===== src/rtl/hilo_mdu.sv =====
// Multi-cycle multiply/divide unit owning the HI/LO pair for the EX stage.
// Optional MDU_FAST_MUL_EN: single-cycle combinational multiply path; divides stay iterative.
module hilo_mdu #(
  parameter int unsigned WIDTH = 32,
  parameter int unsigned CNT_W = $clog2(WIDTH + 1)
) (
  input  logic             Clk,
  input  logic             Rst,
  input  logic             Start,
  input  logic [2:0]       Op,
  input  logic [WIDTH-1:0] OperandA,
  input  logic [WIDTH-1:0] OperandB,
  input  logic             Abort,
  input  logic             HiWrite,
  input  logic             LoWrite,
  input  logic [WIDTH-1:0] WriteDataIn,
  output logic             Busy,
  output logic             Done,
  output logic             DivByZero,
  output logic [WIDTH-1:0] ReadDataHi,
  output logic [WIDTH-1:0] ReadDataLo
);

  localparam int unsigned DW = 2 * WIDTH;

  localparam logic [2:0] OP_MULTU = 3'b001;
  localparam logic [2:0] OP_DIV   = 3'b010;
  localparam logic [2:0] OP_DIVU  = 3'b011;
  localparam logic [2:0] OP_MADD  = 3'b100;
  localparam logic [2:0] OP_MSUB  = 3'b101;

`ifdef MDU_FAST_MUL_EN
  localparam bit FAST_MUL = 1'b1;
`else
  localparam bit FAST_MUL = 1'b0;
`endif

  typedef enum logic [1:0] {
    IDLE = 2'd0,
    RUN  = 2'd1,
    FIX  = 2'd2
  } stateType;

  stateType         state, stateNext;
  logic [2:0]       opQ;
  logic [DW-1:0]    acc;
  logic [DW-1:0]    snapshot;
  logic [WIDTH-1:0] mag;
  logic [WIDTH-1:0] dividendQ;
  logic             negResult;
  logic             negRem;
  logic             divZero;
  logic [CNT_W-1:0] count;

  logic             opValid, opIsDiv, opSigned, startValid;
  logic             loadOp, runStep, commit;
  logic [WIDTH-1:0] magA, magB;

  // Decode of the incoming op and operand magnitudes
  assign opValid    = !(Op[2] && Op[1]);
  assign opIsDiv    = (Op[2:1] == 2'b01);
  assign opSigned   = (Op != OP_MULTU) && (Op != OP_DIVU);
  assign magA       = (opSigned && OperandA[WIDTH-1]) ? -OperandA : OperandA;
  assign magB       = (opSigned && OperandB[WIDTH-1]) ? -OperandB : OperandB;
  assign startValid = Start && !Abort && opValid;

  // Next-state and control strobes
  always_comb begin
    stateNext = state;
    loadOp    = 1'b0;
    runStep   = 1'b0;
    commit    = 1'b0;
    case (state)
      IDLE: begin
        if (startValid) begin
          loadOp    = 1'b1;
          stateNext = (FAST_MUL && !opIsDiv) ? FIX : RUN;
        end
      end
      RUN: begin
        if (Abort) begin
          stateNext = IDLE;
        end else begin
          runStep = 1'b1;
          if (count == CNT_W'(WIDTH - 1)) stateNext = FIX;
        end
      end
      FIX: begin
        stateNext = IDLE;
        commit    = !Abort;
      end
      default: stateNext = IDLE;
    endcase
  end

  logic [WIDTH:0]  mulSum, divShift, divTrial;
  logic [DW-1:0]   stepNext;

  // One shift-add (multiply) or restoring-subtract (divide) iteration on acc
  always_comb begin
    mulSum   = {1'b0, acc[DW-1:WIDTH]} + (acc[0] ? {1'b0, mag} : '0);
    divShift = {acc[DW-1:WIDTH], acc[WIDTH-1]};
    divTrial = divShift - {1'b0, mag};
    if (opQ[2:1] == 2'b01) begin
      stepNext = divTrial[WIDTH] ? {divShift[WIDTH-1:0], acc[WIDTH-2:0], 1'b0}
                                 : {divTrial[WIDTH-1:0], acc[WIDTH-2:0], 1'b1};
    end else begin
      stepNext = {mulSum, acc[WIDTH-1:1]};
    end
  end

  logic [WIDTH-1:0] quo, rem;
  logic [DW-1:0]    prod, result;

  // Sign correction and accumulate; acc holds {remainder, quotient} for divides
  always_comb begin
    prod = negResult ? -acc : acc;
    quo  = negResult ? -acc[WIDTH-1:0] : acc[WIDTH-1:0];
    rem  = negRem ? -acc[DW-1:WIDTH] : acc[DW-1:WIDTH];
    case (opQ)
      OP_DIV, OP_DIVU: result = divZero ? {dividendQ, {WIDTH{1'b1}}} : {rem, quo};
      OP_MADD:         result = snapshot + prod;
      OP_MSUB:         result = snapshot - prod;
      default:         result = prod;
    endcase
  end

  always_ff @(posedge Clk) begin
    if (!Rst) begin
      state      <= IDLE;
      Busy       <= 1'b0;
      Done       <= 1'b0;
      DivByZero  <= 1'b0;
      ReadDataHi <= '0;
      ReadDataLo <= '0;
      opQ        <= '0;
      acc        <= '0;
      snapshot   <= '0;
      mag        <= '0;
      dividendQ  <= '0;
      negResult  <= 1'b0;
      negRem     <= 1'b0;
      divZero    <= 1'b0;
      count      <= '0;
    end else begin
      state     <= stateNext;
      Busy      <= (stateNext != IDLE);
      Done      <= commit;
      DivByZero <= commit && divZero;

      if (loadOp) begin
        opQ       <= Op;
        snapshot  <= {ReadDataHi, ReadDataLo};
        dividendQ <= OperandA;
        negResult <= opSigned && (OperandA[WIDTH-1] ^ OperandB[WIDTH-1]);
        negRem    <= opSigned && OperandA[WIDTH-1];
        divZero   <= opIsDiv && (OperandB == '0);
        count     <= '0;
        if (opIsDiv) begin
          mag <= magB;
          acc <= {{WIDTH{1'b0}}, magA};
        end else begin
          mag <= magA;
`ifdef MDU_FAST_MUL_EN
          acc <= DW'(magA) * DW'(magB);
`else
          acc <= {{WIDTH{1'b0}}, magB};
`endif
        end
      end else if (runStep) begin
        count <= count + CNT_W'(1);
        acc   <= stepNext;
      end

      // Op results win; mthi/mtlo only land while idle with no Start
      if (commit) begin
        {ReadDataHi, ReadDataLo} <= result;
      end else if (state == IDLE && !Start) begin
        if (HiWrite) ReadDataHi <= WriteDataIn;
        if (LoWrite) ReadDataLo <= WriteDataIn;
      end
    end
  end

endmodule


===== config.mk =====
export PLATFORM = sky130hd
export DESIGN_NAME = hilo_mdu
export DESIGN_NICKNAME = d
export VERILOG_FILES = /design/src/rtl/hilo_mdu.sv
export SDC_FILE = /design/constraint.sdc
export NUM_CORES = 1
export LEC_CHECK = 0
export ABC_CLOCK_PERIOD_IN_PS = 12600
export BUFFER_PORTS_ARGS = -buffer_cell sky130_fd_sc_hd__buf_2
export CAP_MARGIN = 20
export CORE_UTILIZATION = 45
export CTS_BUF_LIST = sky130_fd_sc_hd__clkbuf_4 sky130_fd_sc_hd__clkbuf_8
export DETAILED_ROUTE_END_ITERATION = 8
export PLACE_DENSITY = 0.63
export SETUP_SLACK_MARGIN = 0.2
export SYNTH_ARGS = -nofsm -noshare
export SYNTH_HDL_FRONTEND = slang
export SYNTH_SLANG_ARGS = --single-unit

===== constraint.sdc =====
create_clock -name Clk -period 12.6 [get_ports Clk]
set_input_delay 1.26 -clock Clk [delete_from_list [all_inputs] [get_ports Clk]]
set_output_delay 1.26 -clock Clk [all_outputs]
set_load 0.01 [all_outputs]

==> results of run 1 <==
state kept, by name, indices dropped and copies added, names as in the netlist:
register,flops
Busy,1
DivByZero,1
Done,1
ReadDataHi,32
ReadDataLo,32
acc,64
count,6
divZero,1
dividendQ,32
mag,32
negRem,1
negResult,1
opQ,3
snapshot,64
state,2
worst paths after layout:
check                           start                     endpoint  cells after the start
setup / recovery  acc[0]$_SDFFE_PN0P_  ReadDataHi[15]$_SDFFE_PN0P_                     22
hold / removal    mag[5]$_SDFFE_PN0P_          mag[5]$_SDFFE_PN0P_                      2
setup reg to reg  acc[0]$_SDFFE_PN0P_  ReadDataHi[15]$_SDFFE_PN0P_                     22
hold reg to reg   mag[5]$_SDFFE_PN0P_          mag[5]$_SDFFE_PN0P_                      2
stage by stage:
step	worst slack (ps)	util, %
after CTS	4940	49.4
after detailed placement	4970	47.4
final	4770	49.4
after floorplan	6320	-
after global routing	4250	49.4
after global placement	5010	47.4
cell families (layout without fill, tap and decap cells):
logic type,after synthesis,after routing
AO/OA/AOI/OAI,1236,1236
XOR/XNOR,323,323
adder cells (fa/ha/maj),139,139
buffers and inverters,367,395
flip-flops,273,273
multiplexers,60,60
other,0,2
AND/OR/NAND/NOR,1237,1237
worst max-delay path, stage by stage (launching register included):
cell and delay, ps:
dfxtp_1 420, inv_1 810, ha_1 440, nor4b_2 340, nand4_1 560, o41a_1 590
a221oi_1 410, nand3_1 150, nor4_2 440, nand3_1 270, nor3_1 390, a21oi_1 140
xnor2_1 210, ha_1 430, nand2_1 100, nor3_1 380, nand2_1 170, a211o_1 270
o21a_1 310, xnor2_1 180, a221oi_1 360, o21ai_0 160, o21ba_2 210
final cells by class:
class                           count  share of cell area [%]
Clock buffer                       72                    3.34
Antenna cell                        2                  0.0180
Sequential cell                   273                    19.7
Tap cell                          756                    3.40
Timing Repair Buffer              207                    4.09
Inverter                           96                    1.31
Clock inverter                     20                   0.783
Multi-Input combinational cell   2995                    67.4
per-layer routing:
layer	GRT usage (%)	wire [um]	up-vias
met5	0	50	-
met4	11.9	3990	8
met3	6.53	9770	218
li1	-	-	13100
met1	48.4	45100	12900
met2	53.1	44100	1337
power groups by stage:
| stage | Clock [W] | Combinational (W) | Sequential (W) |
|---|---|---|---|
| detailed placement | 0 | 0.000892 | 0.000974 |
| finish | 0.000985 | 0.000916 | 0.000958 |
| global route | 0.00104 | 0.000990 | 0.000962 |
| CTS | 0.000994 | 0.000896 | 0.000955 |
| floorplan | 0 | 0.000654 | 0.000945 |
| global placement | 0 | 0.000895 | 0.000973 |
synthesized netlist by cell type, drive strengths merged, types with 8 or more instances:
cell	instances
o31ai	27
a211o	9
or3	20
nand2	547
or4	15
mux2i	56
inv	96
nand4	47
a221oi	25
or2	10
xor2	147
clkbuf	225
a22oi	23
and4	8
a311oi	11
o221ai	8
o41ai	18
nor2	281
a21o	71
o21bai	20
o211ai	106
nand3	70
o21ai	267
o22ai	8
buf	46
a31oi	70
nor2b	30
dfxtp	273
nor3	74
ha	136
o21a	24
a221o	9
xnor2	176
nand2b	24
and3	27
a211oi	37
a21oi	436
and2	24
nor4	29
==> summary.md, run 1 <==
| Metric | Value |
|---|---|
| Post-route minimum period | `between 7000 and 8000 ps` |
| Synth Warn # | `0` |
| DRC | `0` |
| Mapped Cells | `3,635` |
| Layout cell share with drive strength beyond 1 | `about a tenth` |
| Area delta synth->final | `8.65%` |
| Switching share of total power | `37.8%` |
| Synth Area in Adders | `between 6 and 7%` |
| EDFF count, synth | `0` |
| Core area | `about 0.056 mm^2` |
| Largest net degree at the start of global routing | `between 150 and 200` |
| Clock Skew | `approximately 29 ps` |
| PostCTS Resize Cnt | `0` |
| Core Rows | `just under 90` |
| Switching power | `0.00108 W` |
| Placed instance area | `0.0267 mm^2` |
| Synth area leader | `dfxtp_1` |
| Leak | `10.8 nW` |
| Antenna-violating nets left | `0` |
| Synthesized-area fraction occupied by and/or/nand/nor cells | `22.5%` |
| Critical path type | `flop to flop` |
| WL final | `approximately 100,000 um` |
| Routability congestion estimate | `1.01` |
| CTS tree | `built` |
| Pins Over Slew Limit | `0` |
| Hold Path Class | `flop to flop` |
| Vias in the first global route | `around 24,000` |
| Worst slew pin tran | `between 1000 and 1500 ps` |
| Die Y | `241 um` |
| Clock root cell | `clkbuf_8` |
| Comb power frac | `32.0%` |
| H-tree levels | `2` |
| Post-synthesis compound-gate area fraction | `30.2%` |
| Synthesized area | `0.0256 mm^2` |
| Setup TNS | `0 ps` |
| Reg2Reg Setup Slack | `4770 ps` |
| Crit-path max FO | `34` |
| Finished Cell Area | `around 0.028 mm^2` |
| Pwr Density | `103 mW/mm^2` |
| Starting density of the core | `45.5%` |
| Setup Viol. Count Final | `0` |
| Final cell count without fillers | `roughly 4,400` |
| Number of top-level pins | `172` |
| Final hold violations | `0` |
| Register area share after synthesis | `21.3%` |
| Peak VDD IR | `~0.06 mV` |
| Outcome | `finished clean` |
| Die X | `around 240 um` |
| Leading cell type in the layout, fill and taps excluded | `nand2_1` |
| Clk_lat worst skew | `between 600 and 700 ps` |
| First-pass iteration count of the detailed router | `8` |
| Internal power | `0.00178 W` |
| Register area | `0.00547 mm^2` |
| Layout Nets | `3,868` |
| # clock sinks | `273` |
| Synth top area share | `a little over a fifth` |
| Mux cell area share after synthesis | `under 10%` |
| Clock Power Share | `34.4%` |
| Worst setup SP type | `flop` |
| XOR/XNOR Fraction of Synth Area | `11.1%` |
| Final period util | `62.1%` |
| Max Clk Rate | `around 0.13 GHz` |
| Max-cap violations | `0` |
| Design Power | `between 0.002 and 0.003 W` |
| Crit end category | `flop` |
| First-pass GRT wire length | `153,000 um` |
| Antenna violations before repair | `6` |
| GRT overflow | `0` |
| RSZ-0062 raised after global routing | `false` |
| Worst endpoint required time | `roughly 13,000 ps` |
| Leading register cell type out of synthesis | `dfxtp_1` |
| Post-Syn Nets | `between 3,000 and 4,000` |
| Synth Register Bits | `273` |
| Post-CTS Setup Inserts | `0` |
| Critical Path AT | `8390 ps` |
| Die Area | `0.0578 mm^2` |
| DR iter-0 viols | `approximately 3,000` |
| Most frequent cells in the layout | `545 x nand2_1, 436 x a21oi_1, 279 x nor2_1, 271 x dfxtp_1, 266 x o21ai_0` |
| CTS hold repair buffers | `0` |
| Syn avg cell area | `7.04 um^2` |
| Port Buf Inserts | `between 150 and 200` |
| Clk slew on worst S/H paths | `60 ps` |
| Vias post-DR | `27,600` |
| DP Wirelength | `79,500 um` |
| Inst Count DP | `approximately 4,300` |
| Top post-synthesis cells by area | `dfxtp_1 21%, a21oi_1 8.5%, nand2_1 8.0%, ha_1 6.6%, xnor2_1 6.0%` |
| Via density | `6.24` |
| Max clock buf depth | `3` |
| Min Hold Slack | `~450 ps` |
| Sequential Power Share | `about 34%` |
| Clock buffer count from CTS | `51` |
| Post-synth ARST share | `0%` |
| Filler Cell Count | `between 5,000 and 6,000` |
| Max_slew headroom | `between 20% and 30%` |
| Synth cell types | `92` |
| GRT Util Overall | `34.7%` |
| Wire per inst | `approximately 23 um` |
| Area of the multi-input gates | `0.0187 mm^2` |
| Largest family of logic cells by synthesized area | `compound AO/OA/AOI/OAI gates` |
No activity file was read; power rests on OpenSTA's default activity.
==> run 2, diff against run 1 <==
Settings changed: ABC_CLOCK_PERIOD_IN_PS 12600 to 6900, PLACE_DENSITY 0.63 to 0.66.
Clock period 12.6 ns to 6.9 ns, I/O delays scaled along.
==> summary.md, run 2 (same netlist as run 1, synthesis figures left out) <==
| Metric | Value |
|---|---|
| Busiest grt layer | `met2 (unchanged)` |
| # clock sinks | `273 (unchanged)` |
| Port Buf Inserts | `171 (unchanged)` |
| DP Wirelength | `79,200 um (was 79,500 um)` |
| Final period util | `91.8% (was 62.1%)` |
| H-tree levels | `2 (unchanged)` |
| Max-cap violations | `0 (unchanged)` |
| Clock Power Share | `34.3% (was 34.4%)` |
| First-pass GRT wire length | `155,000 um (was 153,000 um)` |
| Internal power | `0.00328 W (was 0.00178 W)` |
| Clk slew on worst S/H paths | `60 ps (about the same)` |
| Switching share of total power | `37.6% (was 37.8%)` |
| Setup Viol. Count Final | `0 (unchanged)` |
| Largest net degree at the start of global routing | `187 (was 186)` |
| Clock root cell | `clkbuf_8 (unchanged)` |
| Max Clk Rate | `0.158 GHz (was 0.128 GHz)` |
| Layout cell share with drive strength beyond 1 | `11.2% (was 10.2%)` |
| DRC | `0 (unchanged)` |
| First-pass iteration count of the detailed router | `6 (was 8)` |
| Most frequent cells in the layout | `545 x nand2_1, 436 x a21oi_1, 279 x nor2_1, 271 x dfxtp_1, 265 x o21ai_0 (was 545 x nand2_1, 436 x a21oi_1, 279 x nor2_1, 271 x dfxtp_1, 266 x o21ai_0)` |
| Worst setup SP type | `flop (unchanged)` |
| Hold Path Class | `input port to flop (was flop to flop)` |
| Die Y | `241 um (unchanged)` |
| GRT Util Overall | `34.9% (was 34.7%)` |
| Via density | `6.22 (was 6.24)` |
| GRT overflow | `0 (unchanged)` |
| Die Area | `0.0578 mm^2 (unchanged)` |
| Dpl ws | `254 ps (was 4970 ps)` |
| Worst endpoint required time | `7460 ps (was 13,160 ps)` |
| Switching power | `0.00197 W (was 0.00108 W)` |
| Routability congestion estimate | `1.03 (was 1.01)` |
| Setup TNS | `0 ps (unchanged)` |
| Sequential Power Share | `33.0% (was 33.5%)` |
| Antenna violations before repair | `3 (was 6)` |
| Largest registers | `acc x64, snapshot x64 (unchanged)` |
| Max_slew headroom | `31.0% (was 29.3%)` |
| Leading cell type in the layout, fill and taps excluded | `nand2_1 (unchanged)` |
| Core Rows | `87 (unchanged)` |
| Die X | `241 um (unchanged)` |
| Leak | `11.0 nW (was 10.8 nW)` |
| Starting density of the core | `45.5% (unchanged)` |
| Worst slew pin tran | `1040 ps (was 1050 ps)` |
| Clock buffer count from CTS | `50 (was 51)` |
| Grt met2 use | `53.7% (was 53.1%)` |
| Number of top-level pins | `172 (unchanged)` |
| Met1 Track Usage GR | `48.7% (was 48.4%)` |
| Post-route minimum period | `6340 ps (was 7830 ps)` |
| Antenna-violating nets left | `0 (unchanged)` |
| Clk_lat worst skew | `670 ps (about the same)` |
| Vias in the first global route | `24,900 (was 24,400)` |
| Critical Path AT | `6890 ps (was 8390 ps)` |
| WL final | `103,000 um (about the same)` |
| Pins Over Slew Limit | `0 (unchanged)` |
| Pwr Density | `186 mW/mm^2 (was 103 mW/mm^2)` |
| Core area | `0.0563 mm^2 (unchanged)` |
| Critical path type | `flop to flop (unchanged)` |
| Final worst slack | `565 ps (was 4770 ps)` |
| CTS tree | `built (unchanged)` |
| Comb power frac | `32.7% (was 32.0%)` |
| Final hold violations | `0 (unchanged)` |
| Crit-path max FO | `9 (was 34)` |
| Filler Cell Count | `5,810 (was 5,828)` |
| Layout Nets | `3,902 (was 3,868)` |
| Vias post-DR | `27,700 (was 27,600)` |
| Clock Skew | `42.3 ps (was 29.3 ps)` |
| Wire per inst | `23.1 um (was 23.3 um)` |
| Crit end category | `flop (unchanged)` |
| Peak VDD IR | `0.105 mV (was 0.0592 mV)` |
| Met3 usage | `5.65% (was 6.53%)` |
| DR iter-0 viols | `2,880 (was 2,989)` |
| RSZ-0062 raised after global routing | `false (unchanged)` |
| Area delta synth->final | `10.1% (was 8.65%)` |
| Max clock buf depth | `3 (unchanged)` |
| Outcome | `finished clean (unchanged)` |
run 2: cell types whose count changed in the layout (fill, tap and decap cells not counted), sizes merged:
| cell | previous run | this run |
|---|---|---|
| clkinvlp | 4 | 1 |
| clkinv | 12 | 9 |
| clkbuf | 72 | 77 |
| buf | 207 | 241 |
| dlymetal6s2s | 0 | 1 |
| bufinv | 4 | 3 |
| diode | 2 | 1 |
run 2: repair_timing:
action                                  CTS  global route
hold buffers                              0             0
endpoints found under the setup margin    0            23
buffers inserted                          0             9
resized for setup                         0            14
run 2: through the flow:
stage	instance area, um^2	cells	total power (W)	hold slack, ps	util [%]
after floorplan	25600	3635	0.00292	431	-
after global placement	26800	4350	0.00342	439	47.7
after detailed placement	26800	4350	0.00342	446	47.7
after CTS	28000	4440	0.00520	293	49.7
after global routing	28200	4453	0.00549	324	50.1
final	28200	4453	0.00525	316	50.1
run 2: power by group through the flow:
stage	Sequential (W)	Clock [W]	Combinational, W
3_3_place_gp	0.00176	0	0.00165
5_1_grt	0.00174	0.00188	0.00186
2_1_floorplan	0.00173	0	0.00119
4_1_cts	0.00173	0.00181	0.00166
3_5_place_dp	0.00176	0	0.00165
6_report	0.00173	0.00180	0.00172
run 2: critical path, cell delays in order, from the launching register on:
cell and delay [ps]:
dfxtp_1 390, inv_1 110, ha_1 280, or4b_4 540, o31ai_4 220, xor2_2 230
o2111a_2 260, nand2_2 70, or4b_4 560, nor3_1 300, a31oi_1 140, xor2_1 300
ha_1 300, buf_4 170, nand2_1 80, o21ai_0 130, a21oi_1 230, nand3_1 100
a211o_1 290, a31oi_2 340, nor3_2 110, o31a_1 310, a311oi_1 420, o21ai_0 180
a41o_1 220
run 2: metal layers:
layer | vias to the layer above | part of all wire (%) | routed length [um]
met5 | - | 0.019 | 20
li1 | 13200 | - | -
met3 | 218 | 9.2 | 9480
met2 | 1362 | 43 | 44000
met1 | 12900 | 44 | 45200
met4 | 4 | 4.2 | 4370
run 2: path summary, 6_finish.rpt:
path	from	to	slack (ps)	cells past startpoint
worst max register to register	acc[1]$_SDFFE_PN0P_	ReadDataHi[28]$_SDFFE_PN0P_	560	24
worst min register to register	mag[5]$_SDFFE_PN0P_	mag[5]$_SDFFE_PN0P_	450	2
worst max-delay path	acc[1]$_SDFFE_PN0P_	ReadDataHi[28]$_SDFFE_PN0P_	560	24
worst min-delay path	OperandA[25]	dividendQ[25]$_SDFFE_PN0P_	320	3
run 2: final cells by class:
| class | count | area, um^2 | share of cell area [%] |
|---|---|---|---|
| clock buffers | 77 | 985 | 3.49 |
| flip-flops and latches | 273 | 5470 | 19.4 |
| well taps | 756 | 946 | 3.36 |
| multi-input cells | 2995 | 18800 | 66.8 |
| diodes | 1 | 2.50 | 0.00888 |
| repair buffers | 242 | 1450 | 5.15 |
| clock inverters | 13 | 150 | 0.533 |
| inverters | 96 | 365 | 1.30 |
